[config.mk]
export PLATFORM = sky130hd
export DESIGN_NAME = gate_actuator
export DESIGN_NICKNAME = d
export VERILOG_FILES = /design/src/rtl/gate_actuator.sv
export SDC_FILE = /design/constraint.sdc
export NUM_CORES = 1
export LEC_CHECK = 0
export BUFFER_PORTS_ARGS = -buffer_cell sky130_fd_sc_hd__buf_4
export CAP_MARGIN = 20
export CORE_AREA = 3 3 99 101
export CTS_BUF_LIST = sky130_fd_sc_hd__clkbuf_4
export CTS_CLUSTER_DIAMETER = 150
export DETAILED_ROUTE_END_ITERATION = 10
export DIE_AREA = 0 0 102 104
export PLACE_DENSITY = 0.42
export SETUP_SLACK_MARGIN = 0.3
export SKIP_LAST_GASP = 1
export SLEW_MARGIN = 30
export SYNTH_ARGS = -nofsm -noshare
export SYNTH_HDL_FRONTEND = slang
export SYNTH_HIERARCHICAL = 1
export SYNTH_SLANG_ARGS = --single-unit
[constraint.sdc]
create_clock -name clk -period 2 [get_ports clk]
set_input_delay 0.2 -clock clk [delete_from_list [all_inputs] [get_ports clk]]
set_output_delay 0.2 -clock clk [all_outputs]
set_load 0.005 [all_outputs]
[src/rtl/gate_actuator.sv]
// Level-crossing barrier sequencer: pre-warning, motor drive with a dead cycle on reversal,
// debounced end-of-travel switches, lamp flashing and sticky fault reporting.

module gate_actuator_limit #(
  parameter int SETTLE = 16
) (
  input  logic clk,
  input  logic reset,
  input  logic raw,
  output logic stable
);
  localparam int CW = $clog2(SETTLE + 1);

  logic [1:0]    sync;
  logic [CW-1:0] cnt;

  always_ff @(posedge clk or negedge reset) begin
    if (!reset) begin
      sync <= '0;
      cnt  <= '0;
    end else begin
      sync <= {sync[0], raw};
      if (!sync[1])                cnt <= '0;
      else if (cnt != CW'(SETTLE)) cnt <= cnt + 1'b1;
    end
  end

  assign stable = (cnt == CW'(SETTLE));
endmodule

module gate_actuator #(
  parameter int PREWARN    = 500,
  parameter int TRAVEL_MAX = 2000,
  parameter int FLASH_DIV  = 250,
  parameter int SETTLE     = 16
) (
  input  logic clk,
  input  logic reset,
  input  logic enable,
  input  logic gate,
  input  logic red_light,
  input  logic limit_up,
  input  logic limit_down,
  output logic motor_down,
  output logic motor_up,
  output logic lamp_l,
  output logic lamp_r,
  output logic bell,
  output logic gate_closed,
  output logic fault
);
  localparam int PW = (PREWARN    > 1) ? $clog2(PREWARN)    : 1;
  localparam int TW = (TRAVEL_MAX > 1) ? $clog2(TRAVEL_MAX) : 1;
  localparam int FW = (FLASH_DIV  > 1) ? $clog2(FLASH_DIV)  : 1;

  typedef enum logic [2:0] {OPEN, WARN, LOWERING, CLOSED, RAISING, FAULT} state_t;

  state_t        state, state_n;
  logic          gate_q, enable_q, red_q;
  logic [PW-1:0] warn_cnt;
  logic [TW-1:0] trav_cnt;
  logic [FW-1:0] flash_cnt;
  logic [1:0]    lim_ok;
  logic          up_ok, dn_ok, reverse, flash_n, timeout;

  gate_actuator_limit #(.SETTLE(SETTLE)) u_lim [1:0] (
    .clk    (clk),
    .reset  (reset),
    .raw    ({limit_up, limit_down}),
    .stable (lim_ok)
  );

  assign up_ok   = lim_ok[1];
  assign dn_ok   = lim_ok[0];
  assign timeout = (state == LOWERING || state == RAISING) && (trav_cnt == TW'(TRAVEL_MAX - 1));

  // Priority: fault conditions, then gate command, then limit acceptance.
  always_comb begin
    state_n = state;
    reverse = 1'b0;
    case (state)
      OPEN:     if (gate_q && enable_q) state_n = WARN;
      WARN:     if (!gate_q) state_n = OPEN;
                else if (warn_cnt == PW'(PREWARN - 1)) state_n = LOWERING;
      LOWERING: if (!gate_q) begin
                  state_n = RAISING;
                  reverse = 1'b1;
                end else if (dn_ok) state_n = CLOSED;
      CLOSED:   if (!gate_q) state_n = RAISING;
      RAISING:  if (gate_q) begin
                  state_n = LOWERING;
                  reverse = 1'b1;
                end else if (up_ok) state_n = OPEN;
      FAULT:    state_n = FAULT;
      default:  state_n = FAULT;
    endcase
    if (state != FAULT && ((up_ok && dn_ok) || timeout)) begin
      state_n = FAULT;
      reverse = 1'b0;
    end
  end

  assign flash_n = (state_n != OPEN) || red_q;

  // Outputs are registered from the next state so they change on the same edge as the state.
  always_ff @(posedge clk or negedge reset) begin
    if (!reset) begin
      state       <= OPEN;
      gate_q      <= 1'b0;
      enable_q    <= 1'b0;
      red_q       <= 1'b0;
      warn_cnt    <= '0;
      trav_cnt    <= '0;
      flash_cnt   <= '0;
      motor_down  <= 1'b0;
      motor_up    <= 1'b0;
      lamp_l      <= 1'b0;
      lamp_r      <= 1'b0;
      bell        <= 1'b0;
      gate_closed <= 1'b0;
      fault       <= 1'b0;
    end else begin
      gate_q   <= gate;
      enable_q <= enable;
      red_q    <= red_light;
      state    <= state_n;

      warn_cnt <= (state == WARN && state_n == WARN) ? warn_cnt + 1'b1 : '0;

      // A reversal holds both motors off for one cycle; the timer only runs while driving.
      if (state_n != state)           trav_cnt <= '0;
      else if (motor_down || motor_up) trav_cnt <= trav_cnt + 1'b1;

      motor_down  <= (state_n == LOWERING) && !reverse;
      motor_up    <= (state_n == RAISING) && !reverse;
      bell        <= (state_n == WARN) || (state_n == LOWERING) || (state_n == FAULT);
      gate_closed <= (state_n == CLOSED);
      fault       <= (state_n == FAULT);

      if (!flash_n) begin
        flash_cnt <= '0;
        lamp_l    <= 1'b0;
        lamp_r    <= 1'b0;
      end else if (!(lamp_l || lamp_r)) begin
        flash_cnt <= '0;
        lamp_l    <= 1'b1;
        lamp_r    <= 1'b0;
      end else if (flash_cnt == FW'(FLASH_DIV - 1)) begin
        flash_cnt <= '0;
        lamp_l    <= ~lamp_l;
        lamp_r    <= ~lamp_r;
      end else begin
        flash_cnt <= flash_cnt + 1'b1;
      end
    end
  end
endmodule

# Word-level counts from Yosys, hierarchy flattened
# Index checks and enable logic that the tools add are counted.
[word_totals]
input_bits = 7
ff_bits = 55
output_inout_bits = 7
word_cells = 94
[op_classes]
mux = 30
reduce_logical = 18
n_bitwise = 2
eq_ne = 21
n_addsub = 5
[op_table]
columns = ["operator", "count"]
rows = [
  ["3-bit 2-to-1 mux", 9],
  ["8-bit 2-to-1 mux", 3],
  ["11-bit 2-to-1 mux", 2],
  ["5-bit 2-to-1 mux", 4],
  ["3-bit case mux with 5 select lines", 1],
  ["3-bit by 2-bit equality test with 1-bit output, second input constant", 4],
  ["11-bit by 1-bit adder with 11-bit output, second input constant", 1],
  ["11-bit equality test, second input constant", 1],
  ["5-bit by 1-bit adder with 5-bit output, second input constant", 2],
  ["5-bit equality test, second input constant", 2],
  ["5-bit inequality test, second input constant", 2],
  ["9-bit by 1-bit adder with 9-bit output, second input constant", 1],
  ["3-bit equality test, second input constant", 3],
  ["9-bit equality test, second input constant", 1],
  ["1-bit 2-to-1 mux", 9],
  ["9-bit 2-to-1 mux", 1],
  ["8-bit by 1-bit adder with 8-bit output, second input constant", 1],
  ["8-bit equality test, second input constant", 1],
  ["1-bit logical AND", 7],
  ["1-bit logical OR", 7],
  ["3-bit by 1-bit equality test with 1-bit output, second input constant", 2],
  ["2-bit inequality test, second input constant", 2],
  ["3-bit zero test", 1],
  ["3-bit by 2-bit inequality test with 1-bit output, second input constant", 1],
  ["other kinds (7)", 8],
]

# Depth between registers and ports, before layout
[depth]
ltp_word = 9
ltp_mapped = 11

# Modules after synthesis
# Netlist, hierarchy kept.
[by_module_without_submodules]
columns = ["module", "cells_each", "instances", "area_per_inst_um2"]
rows = [
  ["gate_actuator", 198, 1, 1995.7],
  ["gate_actuator_limit", 29, 2, 329.1],
]

# Least setup slack after synthesis
# No wires, ideal clock.
[synth_path]
path_type = "register to register"
start = "register u_lim[0].cnt[0]"
end = "register flash_cnt[3]"
n_path_buf = 2
setup_time_ns = 0.069
path_stages_with_launch = 12
setup_slack_ns = -0.157
period_less_slack_ns = 2.157
arrival_time_ns = 2.088
path_cell_list = "dfrtp_1 inv_1 ha_1 nor4bb_1 buf_4 o21ai_0 a211oi_1 or2_1 nor4b_2 or3_1 buf_6 nor2_2"
[synth_via]
elab_chain_cells = 8
[synth_rtl]
columns = ["item", "line_no", "text"]
rows = [
  ["from (decl)", "15", "logic [CW-1:0] cnt;"],
  ["from (signal assigned)", "24", "else if (cnt != CW'(SETTLE)) cnt <= cnt + 1'b1;"],
  ["5-bit equality test *", "28", "assign stable = (cnt == CW'(SETTLE));"],
  ["net dn_ok", "64", "logic up_ok, dn_ok, reverse, flash_n, timeout;"],
  ["3-bit 2-to-1 mux or 1-bit logical AND (tied branches)", "88, 97", ""],
  ["3-bit 2-to-1 mux or 1-bit logical OR (tied branches)", "85, 97", ""],
  ["3-bit case mux with 5 select lines or 1-bit logical AND (tied branches)", "81, 97", ""],
  ["3-bit 2-to-1 mux *", "97", "if (state != FAULT && ((up_ok && dn_ok) || timeout)) begin"],
  ["3-bit nonzero test *", "103", "assign flash_n = (state_n != OPEN) || red_q;"],
  ["1-bit logical OR *", "103", ""],
  ["8-bit 2-to-1 mux *", "140", "if (!flash_n) begin"],
  ["to (signal assigned)", "153", "flash_cnt <= flash_cnt + 1'b1;"],
  ["to (decl)", "62", "logic [FW-1:0] flash_cnt;"],
]
# The timed path passes the listed nets; every way through them passes the cells marked *.
# A chain may end at the register's enable or synchronous reset.

# Worst setup path in the final report
[layout_path]
start = "register state[0]"
end = "register flash_cnt[2]"
[layout_via]
elab_chain_cells = 9
[layout_rtl]
columns = ["item", "line_no", "text"]
rows = [
  ["from (decl)", "58", "state_t state, state_n;"],
  ["from (signal assigned)", "126", "state <= state_n;"],
  ["3-bit by 2-bit equality test with 1-bit output or 3-bit equality test (tied branches)", "75, 81", ""],
  ["1-bit logical OR", "75", "assign timeout = (state == LOWERING || state == RAISING) && (trav_cnt == TW'(TRAVEL_MAX - 1));"],
  ["1-bit logical AND", "75", ""],
  ["1-bit logical OR", "97", ""],
  ["1-bit logical AND", "97", ""],
  ["3-bit 2-to-1 mux *", "97", ""],
  ["3-bit nonzero test *", "103", ""],
  ["1-bit logical OR *", "103", ""],
  ["8-bit 2-to-1 mux *", "140", ""],
]
# Mark *: on every way between the ends. The rest lies on a longest branch, timed or not.

==> impl_metrics.toml <==
[drt]
wire_per_inst_um = 12.3
dr.pass1.iters = 4
via_per_inst = 4.44
postRouteAntennaNets = 0
vias = 1965
drc = 0
drt_wl_total_um = 5450
drtIter0Drc = 63

[synthesis]
ys.flop_type = "dfrtp_1"
syn_inst = 256
avgSynthCellArea_um2 = 10.4
synth_fp_nets = 271
ys_seq_elements = 55
syn-cell-area_um2 = 2650
synth_edf_count = 0
ys_warn_count = 6
synth_async_sr_flop_share_pct = 100
ys_types = 43
seq_area_frac_synth_pct = 51.9

[global_route]
grt_pass1_wl_um = 9770
grt-ovfl-total = 0
antenna_found_initial = 0
track_usage_pct = 11.4
grt_pass1_vias = 2127
grt_max_degree = 56

[clocking]
cts_tree = "yes"
clk_path_buf_depth = 2
cts-root-buf = "clkbuf_4"
htreeDepth = 2
path_clk_slew_ns = 0.17
cts_made_buffers = 5
cts.sink_count = 55
clock_latency_ns = 0.38

[cells_and_area]
fillers = 918
drive_gt1_share_pct = 36.7
fin_nets = 347
antennaDiodeCount = 0
area_growth_pct = 38.3
final_area_um2 = 3670
finalCoreUtilization_pct = 40.3

[placement]
gp_routability_congestion = 0.724
dp_hpwl_um = 3750
placed_area_um2 = 3250
port_buffers = 13

[sta]
setup_violations = 30
finalCritPeriodShare_pct = 110
maxSlewViolCount = 0
post-route-min-period_ns = 2.19
hold_violations = 0
finalWorstSetupSlack_ns = -0.191
fin_worst_skew_ns = 0.0168
worst_pin_slew_ns = 0.722
rsz0062_at_grt = "true"
timing.hold.ws_ns = 0.371
fmax_mhz = 456
slew_headroom_pct = 51.9
setup-tns-final_ns = -3.12

[worst_setup_path]
startpoint_type = "register"
path_max_fanout = 8
cp.arrival_ns = 2.52
critPathRequiredTime_ns = 2.33
end_kind = "register"
critPathKind = "reg2reg"

[power_and_ir_drop]
power-per-cell-area_nw_per_um2 = 534
peakVddDrop_uv = 267
p_leak_uw = 0.00164

[die]
die_y_um = 104
dieWidth_um = 102
coreArea_um2 = 9110
die_area_um2 = 10600
rows = 35
start_util_pct = 29.1
top_level_ports = 14

[run_status]
violations = "negative setup slack"
status = "finished, violations left"

[job]
drv_cap = 0

[worst_hold_path]
hold_path_class = "reg2reg"
[worst max-delay path: stages, from the launching register on]
cell	delay [ns]
dfrtp_1	0.44
or4b_4	0.55
nor4_4	0.17
nand3b_1	0.24
nor4b_2	0.09
or3_1	0.42
buf_12	0.17
nor2_2	0.07
[metrics by stage]
stage | cells | total power (µW) | worst slack, ns
2_1_floorplan | 256 | 1310 | -0.0805
3_3_place_gp | 421 | 1440 | -0.201
3_5_place_dp | 421 | 1440 | -0.258
4_1_cts | 437 | 1990 | -0.196
5_1_grt | 443 | 2080 | -0.291
6_report | 443 | 1960 | -0.191
[cell families after synthesis]
kind of cell    count (synthesis)  share of synthesized area [%]
flops                          55                           51.9
buf+inv                        20                           3.72
fa+ha+maj                       8                           3.77
compound gates                 20                           5.28
xor+xnor                       27                           8.91
mux                             9                           3.44
simple gates                  117                           23.0
[flip-flops by register name (all words and copies together), names as in the netlist, 3 cells and up]
| signal | count |
|---|---|
| warn_cnt | 9 |
| state | 3 |
| u_lim/cnt | 10 |
| trav_cnt | 11 |
| flash_cnt | 8 |
| u_lim/sync | 4 |
[cells in the final DEF, fill, tap and decap left out, drive strengths merged, types with 2 or more instances in the layout]
master / count
nand3: 15
or2: 2
nor4b: 2
nor3b: 2
buf: 73
dlygate4sd3: 6
xnor2: 14
nor4bb: 3
inv: 11
nor3: 3
xor2: 13
nor2: 40
o21bai: 2
o21ai: 7
ha: 8
nor4: 3
or3: 3
mux2i: 8
nand2: 23
and3: 4
nand2b: 10
nand4: 3
clkbuf: 5
dfrtp: 55
a21oi: 3
[Yosys cell counts (all sizes together), types with 2 or more instances]
cell type / number / share of area, %
nand2b: 10 / 2.4
clkbuf: 2 / 0.28
nand3: 15 / 2.8
nor3b: 2 / 0.57
or2: 2 / 0.47
xor2: 13 / 4.3
nor4bb: 3 / 1.1
xnor2: 14 / 4.6
nor4b: 2 / 0.90
buf: 8 / 2.0
or3: 3 / 0.71
and3: 4 / 0.94
o21bai: 2 / 0.57
nor3: 3 / 0.57
inv: 10 / 1.4
nor4: 3 / 0.94
a21oi: 3 / 0.57
ha: 8 / 3.8
nor2: 40 / 6.4
nand4: 3 / 0.71
dfrtp: 55 / 52
mux2i: 8 / 3.0
o21ai: 7 / 1.3
nand2: 23 / 3.3
[timing repair]
action / CTS / global route
hold endpoints to repair: 60 / 0
gates cloned: 1 / 0
setup buffers: 2 / 6
gates resized for setup: 27 / 21
pin swaps: 8 / 12
setup endpoints to repair: 37 / 38
hold buffers: 6 / 0
[path summary, 6_finish.rpt]
check,from,end,slack [ns],depth (start not counted)
max,state[0],flash_cnt[2],-0.19,7
max reg2reg,state[0],flash_cnt[2],-0.19,7
max in group asynchronous,reset,state[2],1.13,2
min in group asynchronous,reset,enable_q,0.41,2
min reg2reg,u_lim[0]/sync[0],u_lim[0]/sync[1],0.37,0
min,u_lim[0]/sync[0],u_lim[0]/sync[1],0.37,0
[power breakdown]
group	leakage (µW)	switching [µW]	total [µW]	internal (µW)
combinational	0.000874	139	286	147
clock	0.0000317	363	502	139
sequential	0.000739	27.8	1170	1150
[metal layers]
| layer | part of all wire, % | GRT usage, % | vias to the layer above |
|---|---|---|---|
| met1 | 46 | 14.1 | 933 |
| met5 | 0 | 0 | - |
| li1 | - | - | 1010 |
| met2 | 50 | 19.5 | 15 |
| met4 | 1.4 | 3.66 | 0 |
| met3 | 2.3 | 2.62 | 7 |
[layout make-up]
cell class | instances | area, µm² | area share [%]
clock buffers | 5 | 37.5 | 1.02
repair buffers | 79 | 681 | 18.5
flip-flops and latches | 55 | 1380 | 37.5
well taps | 111 | 139 | 3.78
multi-input cells | 181 | 1380 | 37.7
clock inverters | 2 | 17.5 | 0.477
inverters | 10 | 37.5 | 1.02
(Power assumes the default switching activity.)
